===== src/rtl/mux_rr_stream.sv =====
// N-channel valid/ready stream mux with a registered output stage and round-robin arbitration.
// Define MUX_PRIO_EN to replace round-robin with fixed lowest-index-first priority.
module mux_rr_stream #(
    parameter int W = 4,
    parameter int N = 4,
    localparam int SW = $clog2(N)
) (
    input  logic              clk,
    input  logic              rst,
    input  logic [N*W-1:0]    in_data,
    input  logic [N-1:0]      in_valid,
    output logic [N-1:0]      in_ready,
    output logic [W-1:0]      out_data,
    output logic              out_valid,
    input  logic              out_ready,
    output logic [SW-1:0]     out_sel
);

    localparam int unsigned NU = N;

    logic [W-1:0]  data_q;
    logic          valid_q;
    logic [SW-1:0] sel_q;
    logic [SW-1:0] last_q;

    logic          found;
    logic [SW-1:0] grant_idx;
    logic [W-1:0]  grant_data;
    logic          can_load;
    logic          load;
    int unsigned   idx;

    always_comb begin
        found      = 1'b0;
        grant_idx  = '0;
        grant_data = '0;
        idx        = 0;
`ifdef MUX_PRIO_EN
        for (int unsigned i = 0; i < NU; i++) begin
            if (in_valid[i] && !found) begin
                found      = 1'b1;
                grant_idx  = SW'(i);
                grant_data = in_data[i*W +: W];
            end
        end
`else
        // Search starts just after the last winner and wraps modulo N.
        for (int unsigned k = 1; k <= NU; k++) begin
            idx = (32'(last_q) + k) % NU;
            if (in_valid[idx] && !found) begin
                found      = 1'b1;
                grant_idx  = SW'(idx);
                grant_data = in_data[idx*W +: W];
            end
        end
`endif
    end

    assign can_load = !valid_q || out_ready;
    assign load     = can_load && found;

    always_comb begin
        in_ready = '0;
        if (load && !rst) begin
            in_ready[grant_idx] = 1'b1;
        end
    end

    always_ff @(posedge clk or posedge rst) begin
        if (rst) begin
            data_q  <= '0;
            valid_q <= 1'b0;
            sel_q   <= '0;
            last_q  <= SW'(N - 1);
        end else if (load) begin
            data_q  <= grant_data;
            valid_q <= 1'b1;
            sel_q   <= grant_idx;
            last_q  <= grant_idx;
        end else if (valid_q && out_ready) begin
            valid_q <= 1'b0;
        end
    end

    assign out_data  = data_q;
    assign out_valid = valid_q;
    assign out_sel   = sel_q;

endmodule

===== config.mk =====
export PLATFORM = sky130hd
export DESIGN_NAME = mux_rr_stream
export DESIGN_NICKNAME = d
export VERILOG_FILES = /design/src/rtl/mux_rr_stream.sv
export SDC_FILE = /design/constraint.sdc
export NUM_CORES = 1
export LEC_CHECK = 0
export CELL_PAD_IN_SITES_DETAIL_PLACEMENT = 0
export CELL_PAD_IN_SITES_GLOBAL_PLACEMENT = 1
export CORE_MARGIN = 1
export CORE_UTILIZATION = 34
export CTS_CLUSTER_DIAMETER = 80
export DETAILED_ROUTE_END_ITERATION = 10
export GPL_TIMING_DRIVEN = 1
export PLACE_DENSITY = 0.78
export SLEW_MARGIN = 20
export SYNTH_ARGS = -nofsm -noshare
export SYNTH_HDL_FRONTEND = slang
export SYNTH_SLANG_ARGS = --single-unit

===== constraint.sdc =====
create_clock -name clk -period 1.8 [get_ports clk]
set_input_delay 0.36 -clock clk [delete_from_list [all_inputs] [get_ports clk]]
set_output_delay 0.36 -clock clk [all_outputs]
set_load 0.005 [all_outputs]

Word-level counts from Yosys, hierarchy flattened --
Cells that the tools add are included.
Word-level totals: register bits 9, input bits 23, output and inout port bits 11, logic and storage cells 57
Cells by class: $add $sub $neg 4, magnitude comparators 6, shifts and indexed selects 4, mux-type cells 25, reductions and logical operators 14
Operators with widths (count):
- 16-bit by 5-bit variable part select with 4-bit output | 4
- 4-bit two-way mux | 5
- 2-bit by 3-bit < comparator with 1-bit output, second input constant | 5
- 1-bit two-way mux | 11
- 1-bit binary-select mux with 2-bit select | 4
- 2-bit two-way mux | 4
- 1-bit logical AND | 7
- 1-bit logical NOT | 5
- 2-bit by 1-bit adder with 2-bit output, second input constant | 2
- 2-bit adder, second input constant | 2
- 1-bit demux with 2-bit select | 1
- 2-bit by 1-bit >= comparator with 1-bit output, second input constant | 1
- 2-bit nonzero test | 1
- 1-bit logical OR | 1

Longest topological paths before layout --
Gate-level depths: netlist (run 1).
depth in word-level cells 18, mapped depth 8, gate-level depth less buffers 5

Least setup slack after synthesis (run 1) --
OpenSTA, ideal clock, no wires.
kind flip-flop to output port, from register last_q[1], to output port in_ready[0], arrival 1556 ps, setup slack -116 ps, stages on the path, launching flop included 7, cells stage by stage dfstp_2 -> buf_6 -> buf_8 -> buf_8 -> mux2i_1 -> o221ai_2 -> nor4_1
On the way: word-level cells in the longest chain between the ends 18, elaborated cells between the ends (all ways) 34, those cells by class add/sub: 4; order compare: 2; mux: 19; reduce/logical: 9
Ends and longest elaborated chain:
- from (decl) | RTL line 24 | logic [SW-1:0] last_q;
- from (signal assigned) | RTL line 74 | last_q <= SW'(N - 1);
- from (signal assigned) | RTL line 79 | last_q <= grant_idx;
- 2-bit by 1-bit adder with 2-bit output | RTL line 49 | idx = (32'(last_q) + k) % NU;
- 1-bit binary-select mux with 2-bit select | RTL line 50 | if (in_valid[idx] && !found) begin
- 1-bit two-way mux (not written as such) | RTL line 50
- 1-bit two-way mux | RTL line 50
- 1-bit logical NOT | RTL line 50
- 1-bit logical AND | RTL line 50
- 1-bit two-way mux | RTL line 50
- 1-bit logical NOT | RTL line 50
- (+2 left out)
- 1-bit logical NOT | RTL line 50
- 1-bit logical AND | RTL line 50
- 2-bit two-way mux | RTL line 50
- 2-bit by 3-bit < comparator with 1-bit output (not written as such) / 2-bit by 1-bit >= comparator with 1-bit output (equally long branches) | RTL line 65 | in_ready[grant_idx] = 1'b1;
- 1-bit logical AND (not written as such) | RTL line 65
- 1-bit two-way mux (not written as such) | RTL line 65
- 1-bit demux with 2-bit select | RTL line 65
- 4-bit two-way mux (*) | RTL line 64 | if (load && !rst) begin
- to (decl) | RTL line 12 | output logic [N-1:0] in_ready,
Every way passes the cells marked *; elsewhere a longest branch is shown, timed or not. The select of a mux whose other input is x is not followed.

Final worst setup path (run 1) --
from register last_q[0], to output port in_ready[1]
The elaborated chain is that of the path after synthesis.

==> qor.yml, run 1 <==
setup_path:
  startpoint_type: "register"
  end_kind: "primary output"
  crit_cells: 7
  reg2reg_depth: 7
  crit_family: "flip-flops"
  critical_path_class: "register to primary output"
  path_cells: "o21ai_2 > a21boi_4 > a311oi_4 > buf_4 > buf_6 > nor4b_2 > buf_2"
  max_stage_delay_ps: 570
  cp_max_fo: 3
  worst-path-buf-inv: 3
  critPathRequiredTime_ps: 1440
  cp_slowest_cell: "dfstp_2"
  cp.arrival_ps: 1700
hold_path:
  hold_class: "register to register"
  min_path_cells: 2
outcome:
  status: "finished with violations"
  violations: "setup timing"
yosys:
  netlist_instances: 130
  yosys.area.top_type_share_pct: 17.3
  async_reset_ff_share_pct: 100
  syn_area_per_cell_um2: 10.0
  synth_nets: 153
  synth_common_cells: "23 x nand2_1, 13 x mux2i_1, 10 x mux4_2"
  seq_area_frac_synth_pct: 17.5
  synth_seq_cells: 9
  syn_area_um2: 1300
  yosysWarnings: 0
  ys.flop_type: "dfrtp_1"
  synthTopCellsByArea: "mux4_2 17%, dfrtp_1 13%, mux2i_1 10%"
  synth_edf_count: 0
  ys_types: 39
  post-synth-top-count-cell: "nand2_1"
  synth_largest_area_cell: "mux4_2"
final_layout:
  multiInputGateArea_um2: 992
  area_delta_synth_final_pct: 63.7
  diodes: 0
  register_area_um2: 228
  fin_nets: 225
  nFillCells: 326
  post-route-util_pct: 58.1
  layout-drive-gt1-share_pct: 46.3
drt:
  highest_layer: "met4"
  wl_met1_mm: 1.72
  wire_per_inst_um: 16.4
  wirelength_mm: 4.08
  drc: 0
  vias_per_cell: 5.51
  wl_met2_mm: 2.07
  ant_nets: 0
  drt_iter0_markers: 73
  num_vias: 1373
  wl_met3_um: 205
  drt-pass1-iter-count: 4
floorplan:
  die_w_um: 63.8
  core_area_um2: 3660
  dieHeight_um: 63.8
  row_count: 22
  die-area_um2: 4070
  initial_core_util_pct: 35.5
  ios: 34
timing:
  final-hold-violation-count: 0
  post-route-period-util_pct: 114
  worst_clock_skew_ps: 4.73
  post-route-min-period_ps: 2060
  max_slew_margin_pct: 71.5
  fmax_ghz: 0.486
  setup_viol: 8
  layout_setup_ws_ps: -260
  fin_hold_ws_ps: 492
  worst_pin_slew_ps: 427
  maxSlewViolCount: 0
  rsz0062_at_grt: "true"
global_routing:
  grt-ovfl-total: 0
  grt_max_degree: 15
  grt_pass1_wl_mm: 6.80
  grt.total_usage_pct: 21.2
  grt_pass1_vias: 1467
  antenna_found_initial: 0
clock_network:
  cts_sinks: 9
  clk_pin_slew_ps: 40
  insertion_delay_ps: 230
  cts_tree: "done"
  ctsHoldBuffers: 0
  cts_buffers: 3
  h-tree-depth: 1
  clk_path_buf_depth: 2
  cts_root_buf: "clkbuf_8"
power:
  power_density_nw_per_um2: 789
  finalPower_mw: 1.68
  p_int_mw: 1.10
  vdd_drop_max_v: 0.000490
  p_switching_mw: 0.584
  p_seq_share_pct: 18.3
  switching_share_pct: 34.7
  pwr-share-clk_pct: 13.2
  p_leak_nw: 0.901
  p_comb_share_pct: 68.5
flow_run:
  drv_cap: 0
place:
  routabilityCongestion: 0.755
  port_buffers: 33
  hpwlAfterDp_mm: 2.65
-- cell usage in the layout (no fill, tap or decap), drive strengths merged, types with 2 or more instances in the layout --
cell / instances
nor2: 5
clkbuf: 4
clkinv: 2
nand2: 24
buf: 48
nor3b: 3
dfrtp: 7
nor4b: 3
clkdlybuf4s50: 25
mux4: 10
a21oi: 3
nand2b: 7
mux2i: 13
dlygate4sd2: 3
o221ai: 5
bufbuf: 2
a32oi: 8
nor3: 2
inv: 5
o41ai: 2
dfstp: 2
o21ai: 5
-- worst paths after layout --
kind	start	endpoint	slack, ps
max in group asynchronous	rst	last_q[0]$_DFFE_PP1P_	980
min in group asynchronous	rst	out_data[3]$_DFFE_PP0P_	530
worst min-delay path	out_sel[1]$_DFFE_PP0P_	out_sel[1]$_DFFE_PP0P_	490
worst max-delay path	last_q[0]$_DFFE_PP1P_	in_ready[1]	-260
worst min register to register	out_sel[1]$_DFFE_PP0P_	out_sel[1]$_DFFE_PP0P_	490
worst max register to register	last_q[1]$_DFFE_PP1P_	out_data[3]$_DFFE_PP0P_	-250
-- layer usage --
| metal | vias up | GRT usage, % |
|---|---|---|
| li1 | 650 | - |
| met1 | 655 | 24.6 |
| met2 | 57 | 38.8 |
| met3 | 11 | 2.86 |
| met4 | 0 | 8.52 |
| met5 | - | 0 |
-- timing repair --
action | CTS | global route
cloned | 2 | 0
pin swaps | 10 | 2
resized for setup | 50 | 2
setup buffers | 15 | 0
hold endpoints to repair | 0 | 0
endpoints found under the setup margin | 8 | 8
-- power by group through the flow --
stage,Sequential (mW),Combinational [mW],Clock (mW)
after floorplan,0.292,0.593,0
after global placement,0.303,0.819,0
after detailed placement,0.304,0.840,0
after CTS,0.306,1.13,0.232
after global routing,0.316,1.23,0.239
final,0.307,1.15,0.222
-- cell type report --
class | instances | share of cell area [%]
Sequential cell | 9 | 10.7
Timing Repair Buffer | 79 | 36.4
Multi-Input combinational cell | 102 | 46.6
Clock buffer | 4 | 2.12
Tap cell | 48 | 2.82
Inverter | 7 | 1.35
-- metrics by stage --
stage / TNS [ps] / instance area (µm²) / std cells / setup WS [ps]
finish: -1740 / 2130 / 249 / -260
global placement: -5200 / 1790 / 228 / -783
floorplan: -125 / 1310 / 130 / -79.6
global route: -2490 / 2130 / 249 / -338
detailed placement: -5910 / 1790 / 228 / -819
CTS: -1770 / 2120 / 249 / -272
-- tightest hold or removal path, cell delays in order, from the launching register on --
cell and delay, ps:
dfrtp_1 340, nand2_1 50, nand2_1 60
-- logic make-up (layout without fill, tap and decap cells) --
kind of cell / after synthesis / after routing / share of synthesized area (%)
buffers and inverters: 19 / 90 / 12.3
and+or+nand+nor: 49 / 49 / 21.0
muxes: 23 / 23 / 27.3
DFF: 9 / 9 / 17.5
AOI/OAI and AO/OA: 30 / 30 / 21.8
-- flip-flops by register name (all words and copies together) (netlist names) --
signal     flops
out_valid      1
out_sel        2
last_q         2
out_data       4
Power figures use the tool's default switching activity.
==> run 2: changes to the inputs <==
--- a/config.mk
+++ b/config.mk
@@ -7,6 +7,7 @@
 export LEC_CHECK = 0
 export CELL_PAD_IN_SITES_DETAIL_PLACEMENT = 0
 export CELL_PAD_IN_SITES_GLOBAL_PLACEMENT = 1
+export CORE_ASPECT_RATIO = 1.75
 export CORE_MARGIN = 1
 export CORE_UTILIZATION = 34
 export CTS_CLUSTER_DIAMETER = 80
==> qor.yml, run 2 (synthesis results as in run 1) <==
flow_run:
  drv_cap: 0  # unchanged
place:
  port_buffers: 33  # unchanged
  hpwlAfterDp_mm: 2.71  # +2.0%
  post-place-ws_ps: -766  # +52.6 ps
  postPlaceCellArea_um2: 1810  # +1.1%
  numPlacedInstances: 229  # +0.44%
  routabilityCongestion: 0.776  # +2.7%
clock_network:
  cts_buffers: 3  # unchanged
  h-tree-depth: 1  # unchanged
  cts_tree: "done"
  insertion_delay_ps: 240  # about the same
  ctsHoldBuffers: 0  # unchanged
  clk_path_buf_depth: 2  # unchanged
  cts_root_buf: "clkbuf_8"
  cts_sinks: 9  # unchanged
  clk_pin_slew_ps: 40  # about the same
floorplan:
  core_area_um2: 3630  # -0.89%
  row_count: 29  # +32%
  initial_core_util_pct: 35.8  # +0.32 points
  dieHeight_um: 83.8  # +31%
  die_w_um: 48.7  # -24%
  ios: 34  # unchanged
  die-area_um2: 4080  # +0.23%
timing:
  rsz0062_at_grt: "true"
  max_slew_margin_pct: 73.8  # +2.4 points
  maxSlewViolCount: 0  # unchanged
  final-hold-violation-count: 0  # unchanged
  post-route-min-period_ps: 2110  # +54.4 ps
  post-route-period-util_pct: 117  # +3.0 points
  fmax_ghz: 0.473  # -2.6%
  worst_pin_slew_ps: 391  # -36.3 ps
  setup_viol: 8  # unchanged
  layout_setup_ws_ps: -314  # -54.4 ps
  worst_clock_skew_ps: 9.59  # +4.86 ps
drt:
  drt-pass1-iter-count: 6  # +2
  drt_iter0_markers: 30  # -59%
  vias_per_cell: 5.50  # -0.25%
  ant_nets: 0  # unchanged
  wirelength_mm: 3.80  # -6.9%
  wire_per_inst_um: 15.6  # -5.0%
  drc: 0  # unchanged
  num_vias: 1342  # -2.3%
setup_path:
  critPathRequiredTime_ps: 1440  # about the same
  reg2reg_to: "out_data[3]$_DFFE_PP0P_"
  end_kind: "primary output"
  startpoint_type: "register"
  critical_path_class: "register to primary output"
  cp_max_fo: 4  # +1
  r2r_start: "last_q[0]$_DFFE_PP1P_"
  cp.arrival_ps: 1750  # +50 ps
  r2r_slack_ps: -210  # +40 ps
  reg2reg_depth: 6  # -1
global_routing:
  grt_pass1_vias: 1419  # -3.3%
  antenna_found_initial: 0  # unchanged
  grt-ovfl-total: 0  # unchanged
  grt_max_degree: 18  # +3
  grt.total_usage_pct: 19.7  # -1.5 points
  grt_pass1_wl_mm: 6.40  # -5.9%
final_layout:
  final_area_um2: 1990  # -6.3%
  layout_common_cells: "38 x buf_4, 25 x clkdlybuf4s50_1, 23 x nand2_1"
  largest_register_ff_count: 4  # unchanged
  fin_nets: 222  # -1.3%
  post-route-util_pct: 55.0  # -3.2 points
  final_common_cell: "buf_4"
  layout-drive-gt1-share_pct: 44.9  # -1.3 points
  area_delta_synth_final_pct: 53.4
  diodes: 0  # unchanged
  nFillCells: 343  # +5.2%
  final_cells: 244  # -2.0%
hold_path:
  min_path_cells: 2  # unchanged
  min_to: "out_data[3]$_DFFE_PP0P_"
  hold_class: "register to register"
  hp-start: "out_data[3]$_DFFE_PP0P_"
power:
  vdd_drop_max_v: 0.000688  # +41%
  finalPower_mw: 1.54  # -8.1%
  p_leak_nw: 0.838  # -6.9%
  power_density_nw_per_um2: 774  # -2.0%
outcome:
  violations: "setup timing"
  status: "finished with violations"
## run 2: cell types whose count changed in the layout (fill, tap and decap cells not counted), sizes merged
cell and change:
bufbuf -2, dlygate4sd2 -1
## run 2: where the power goes
group / internal, mW / switching [mW]
combinational: 0.552 / 0.447
clock: 0.155 / 0.0860
sequential: 0.262 / 0.0403
## run 2: layout make-up
cell class                 count  area (µm²)  share of cell area, %
tap                           46        57.6                   2.89
inverter                       7        28.8                   1.44
clock buffer                   4        45.0                   2.26
timing repair buffer          76         654                   32.8
multi-input combinational    102         981                   49.2
sequential                     9         228                   11.4
## run 2: per-stage QoR
step,setup TNS [ps],hold slack (ps)
6_report,-1560,487
5_1_grt,-2300,515
4_1_cts,-1500,495
3_5_place_dp,-6580,481
3_3_place_gp,-6290,467
2_1_floorplan,-125,186
## run 2: worst max-delay path by stage
stage / from / endpoint / slack, ps / cells past startpoint
final: last_q[0]$_DFFE_PP1P_ / in_ready[1] / -310 / 7
after global routing: last_q[0]$_DFFE_PP1P_ / in_ready[1] / -370 / 7
after CTS: last_q[0]$_DFFE_PP1P_ / in_ready[1] / -260 / 7
after detailed placement: in_valid[1] / in_ready[1] / -770 / 6
after global placement: in_valid[1] / in_ready[1] / -770 / 6
after floorplan: last_q[1]$_DFFE_PP1P_ / in_ready[0] / -80 / 6
## run 2: repair_timing
| item | CTS | global route |
|---|---|---|
| setup buffers | 11 | 0 |
| resized for setup | 41 | 3 |
| pin swaps | 11 | 5 |
| endpoints found under the setup margin | 10 | 8 |
## run 2: routing by layer
layer  wire [µm]  vias to the layer above  global-route usage [%]
li1            -                      638                       -
met1        1430                      659                    21.1
met2        2180                       37                    38.0
met3         107                        8                    1.28
met4          78                        0                    8.82
met5           0                        -                       0
## run 2: critical path, stage by stage, from the launching register on
cell	delay, ps
dfstp_2	580
o21ai_2	80
a21boi_2	180
a311oi_4	50
buf_4	160
buf_6	110
nor4b_4	210
buf_2	160
==> run 3: changes to the inputs <==
--- a/config.mk
+++ b/config.mk
@@ -13,7 +13,7 @@
 export CTS_CLUSTER_DIAMETER = 80
 export DETAILED_ROUTE_END_ITERATION = 10
 export GPL_TIMING_DRIVEN = 1
-export PLACE_DENSITY = 0.78
+export PLACE_DENSITY_LB_ADDON = 0.1
 export SLEW_MARGIN = 20
 export SYNTH_ARGS = -nofsm -noshare
 export SYNTH_HDL_FRONTEND = slang
==> qor.yml, run 3 (synthesis results as in run 1) <==
final_layout:
  layout_common_cells: "28 x buf_4, 25 x clkdlybuf4s50_1, 21 x nand2_1"
  final_common_cell: "buf_4"
  area_delta_synth_final_pct: 60.8
  final_area_um2: 2090  # +4.8%
  layout-drive-gt1-share_pct: 47.2  # +2.2 points
  fin_nets: 217  # -2.3%
  diodes: 0  # unchanged
  largest_register_ff_count: 4  # unchanged
timing:
  layout_setup_ws_ps: -265  # +49.1 ps
  worst_clock_skew_ps: 4.68  # -4.91 ps
  max_slew_margin_pct: 71.6  # -2.3 points
  fmax_ghz: 0.484  # +2.4%
  maxSlewViolCount: 0  # unchanged
  final-hold-violation-count: 0  # unchanged
  post-route-period-util_pct: 115  # -2.7 points
  post-route-min-period_ps: 2060  # -49.1 ps
  setup_viol: 8  # unchanged
  worst_pin_slew_ps: 426  # +34.8 ps
  finalSetupTns_ps: -1920  # -360 ps
  rsz0062_at_grt: "true"
floorplan:
  row_count: 29  # unchanged
  initial_core_util_pct: 35.8  # unchanged
  die_w_um: 48.7  # unchanged
  dieHeight_um: 83.8  # unchanged
  die-area_um2: 4080  # unchanged
  ios: 34  # unchanged
  core_area_um2: 3630  # unchanged
flow_run:
  drv_cap: 0  # unchanged
setup_path:
  cp_common_cell: "buf_6"
  critical_path_class: "register to primary output"
  end_kind: "primary output"
  critPathRequiredTime_ps: 1440  # about the same
  cp_slowest_cell: "dfstp_2"
  startpoint_type: "register"
  r2r_start: "last_q[1]$_DFFE_PP1P_"
  cp_max_fo: 3  # -1
  cp.arrival_ps: 1700  # -50 ps
  max_stage_delay_ps: 560  # -20 ps
  startpoint: "last_q[1]$_DFFE_PP1P_"
  path_cells: "buf_6 > buf_6 > nand2_4 > a311oi_4 > buf_4 > nor4_2 > buf_2"
drt:
  wire_per_inst_um: 15.7  # +1.1%
  drt_iter0_markers: 24  # -20%
  drt-pass1-iter-count: 4  # -2
  vias_per_cell: 5.33  # -3.0%
  wirelength_mm: 3.76  # -1.0%
  num_vias: 1275  # -5.0%
  drc: 0  # unchanged
  ant_nets: 0  # unchanged
clock_network:
  h-tree-depth: 1  # unchanged
  clk_pin_slew_ps: 50  # about the same
  cts_buffers: 3  # unchanged
  cts_tree: "done"
  clk_path_buf_depth: 2  # unchanged
  cts_root_buf: "clkbuf_8"
  cts_sinks: 9  # unchanged
  insertion_delay_ps: 230  # about the same
power:
  vdd_drop_max_v: 0.000552  # -20%
  power_density_nw_per_um2: 789  # +2.0%
  p_leak_nw: 0.846  # +0.96%
hold_path:
  hp-start: "out_sel[1]$_DFFE_PP0P_"
  hold_class: "register to register"
global_routing:
  grt_pass1_wl_mm: 6.17  # -3.6%
  grt_max_degree: 17  # -1
  antenna_found_initial: 0  # unchanged
  grt_pass1_vias: 1385  # -2.4%
  grt-ovfl-total: 0  # unchanged
  grt.total_usage_pct: 18.6  # -1.1 points
outcome:
  violations: "setup timing"
  status: "finished with violations"
place:
  routabilityCongestion: 0.794  # +2.3%
  hpwlAfterDp_mm: 2.63  # -2.9%
  post-place-ws_ps: -812  # -45.7 ps
  postPlaceCellArea_um2: 1760  # -2.5%
  port_buffers: 33  # unchanged
run 3: cell type report:
| class | instances | area [µm²] |
|---|---|---|
| clock buffer | 4 | 45.0 |
| fill | 336 | 1540 |
| inverter | 7 | 28.8 |
| multi-input combinational | 102 | 1050 |
| sequential | 9 | 228 |
| tap | 46 | 57.6 |
| timing repair buffer | 71 | 677 |
run 3: metal layers:
metal  part of all wire, %  track usage, %  vias up
met5                     0               0        -
met1                    42            21.5      615
met2                    54            34.7       28
met4                   1.1            5.08        0
li1                      -               -      628
met3                   3.3            2.55        4
run 3: path summary, 6_finish.rpt:
path | end | slack, ps | cells after the start
setup / recovery | in_ready[0] | -260 | 7
hold / removal | out_sel[1]$_DFFE_PP0P_ | 480 | 2
setup reg to reg | out_data[0]$_DFFE_PP0P_ | -240 | 10
hold reg to reg | out_sel[1]$_DFFE_PP0P_ | 480 | 2
max in group asynchronous | last_q[1]$_DFFE_PP1P_ | 940 | 2
min in group asynchronous | out_sel[1]$_DFFE_PP0P_ | 560 | 2
run 3: timing repair:
| item | in CTS | in global routing |
|---|---|---|
| gates resized for setup | 47 | 10 |
| hold buffers | 0 | 0 |
| setup endpoints to repair | 11 | 8 |
| buffers inserted | 10 | 3 |
| pin swaps | 13 | 8 |
run 3: stage by stage:
step / power (mW) / instances / hold WS, ps / util, %
after global routing: 1.74 / 239 / 529 / 57.6
after detailed placement: 1.14 / 223 / 462 / 48.6
after global placement: 1.13 / 223 / 464 / 48.6
after CTS: 1.58 / 236 / 485 / 55.4
after floorplan: 0.885 / 130 / 186 / -
final: 1.65 / 239 / 485 / 57.6
run 3: critical path: cells and delay by family, from the launching register on:
kind            cells  cell delay, ps
compound gates      1             250
simple gates        2             110
flops               1             560
buf+inv             4             560
run 3: report_power, final:
group | switching [mW] | internal (mW) | total [mW]
combinational | 0.490 | 0.631 | 1.12
sequential | 0.0350 | 0.262 | 0.297
clock | 0.0771 | 0.154 | 0.231
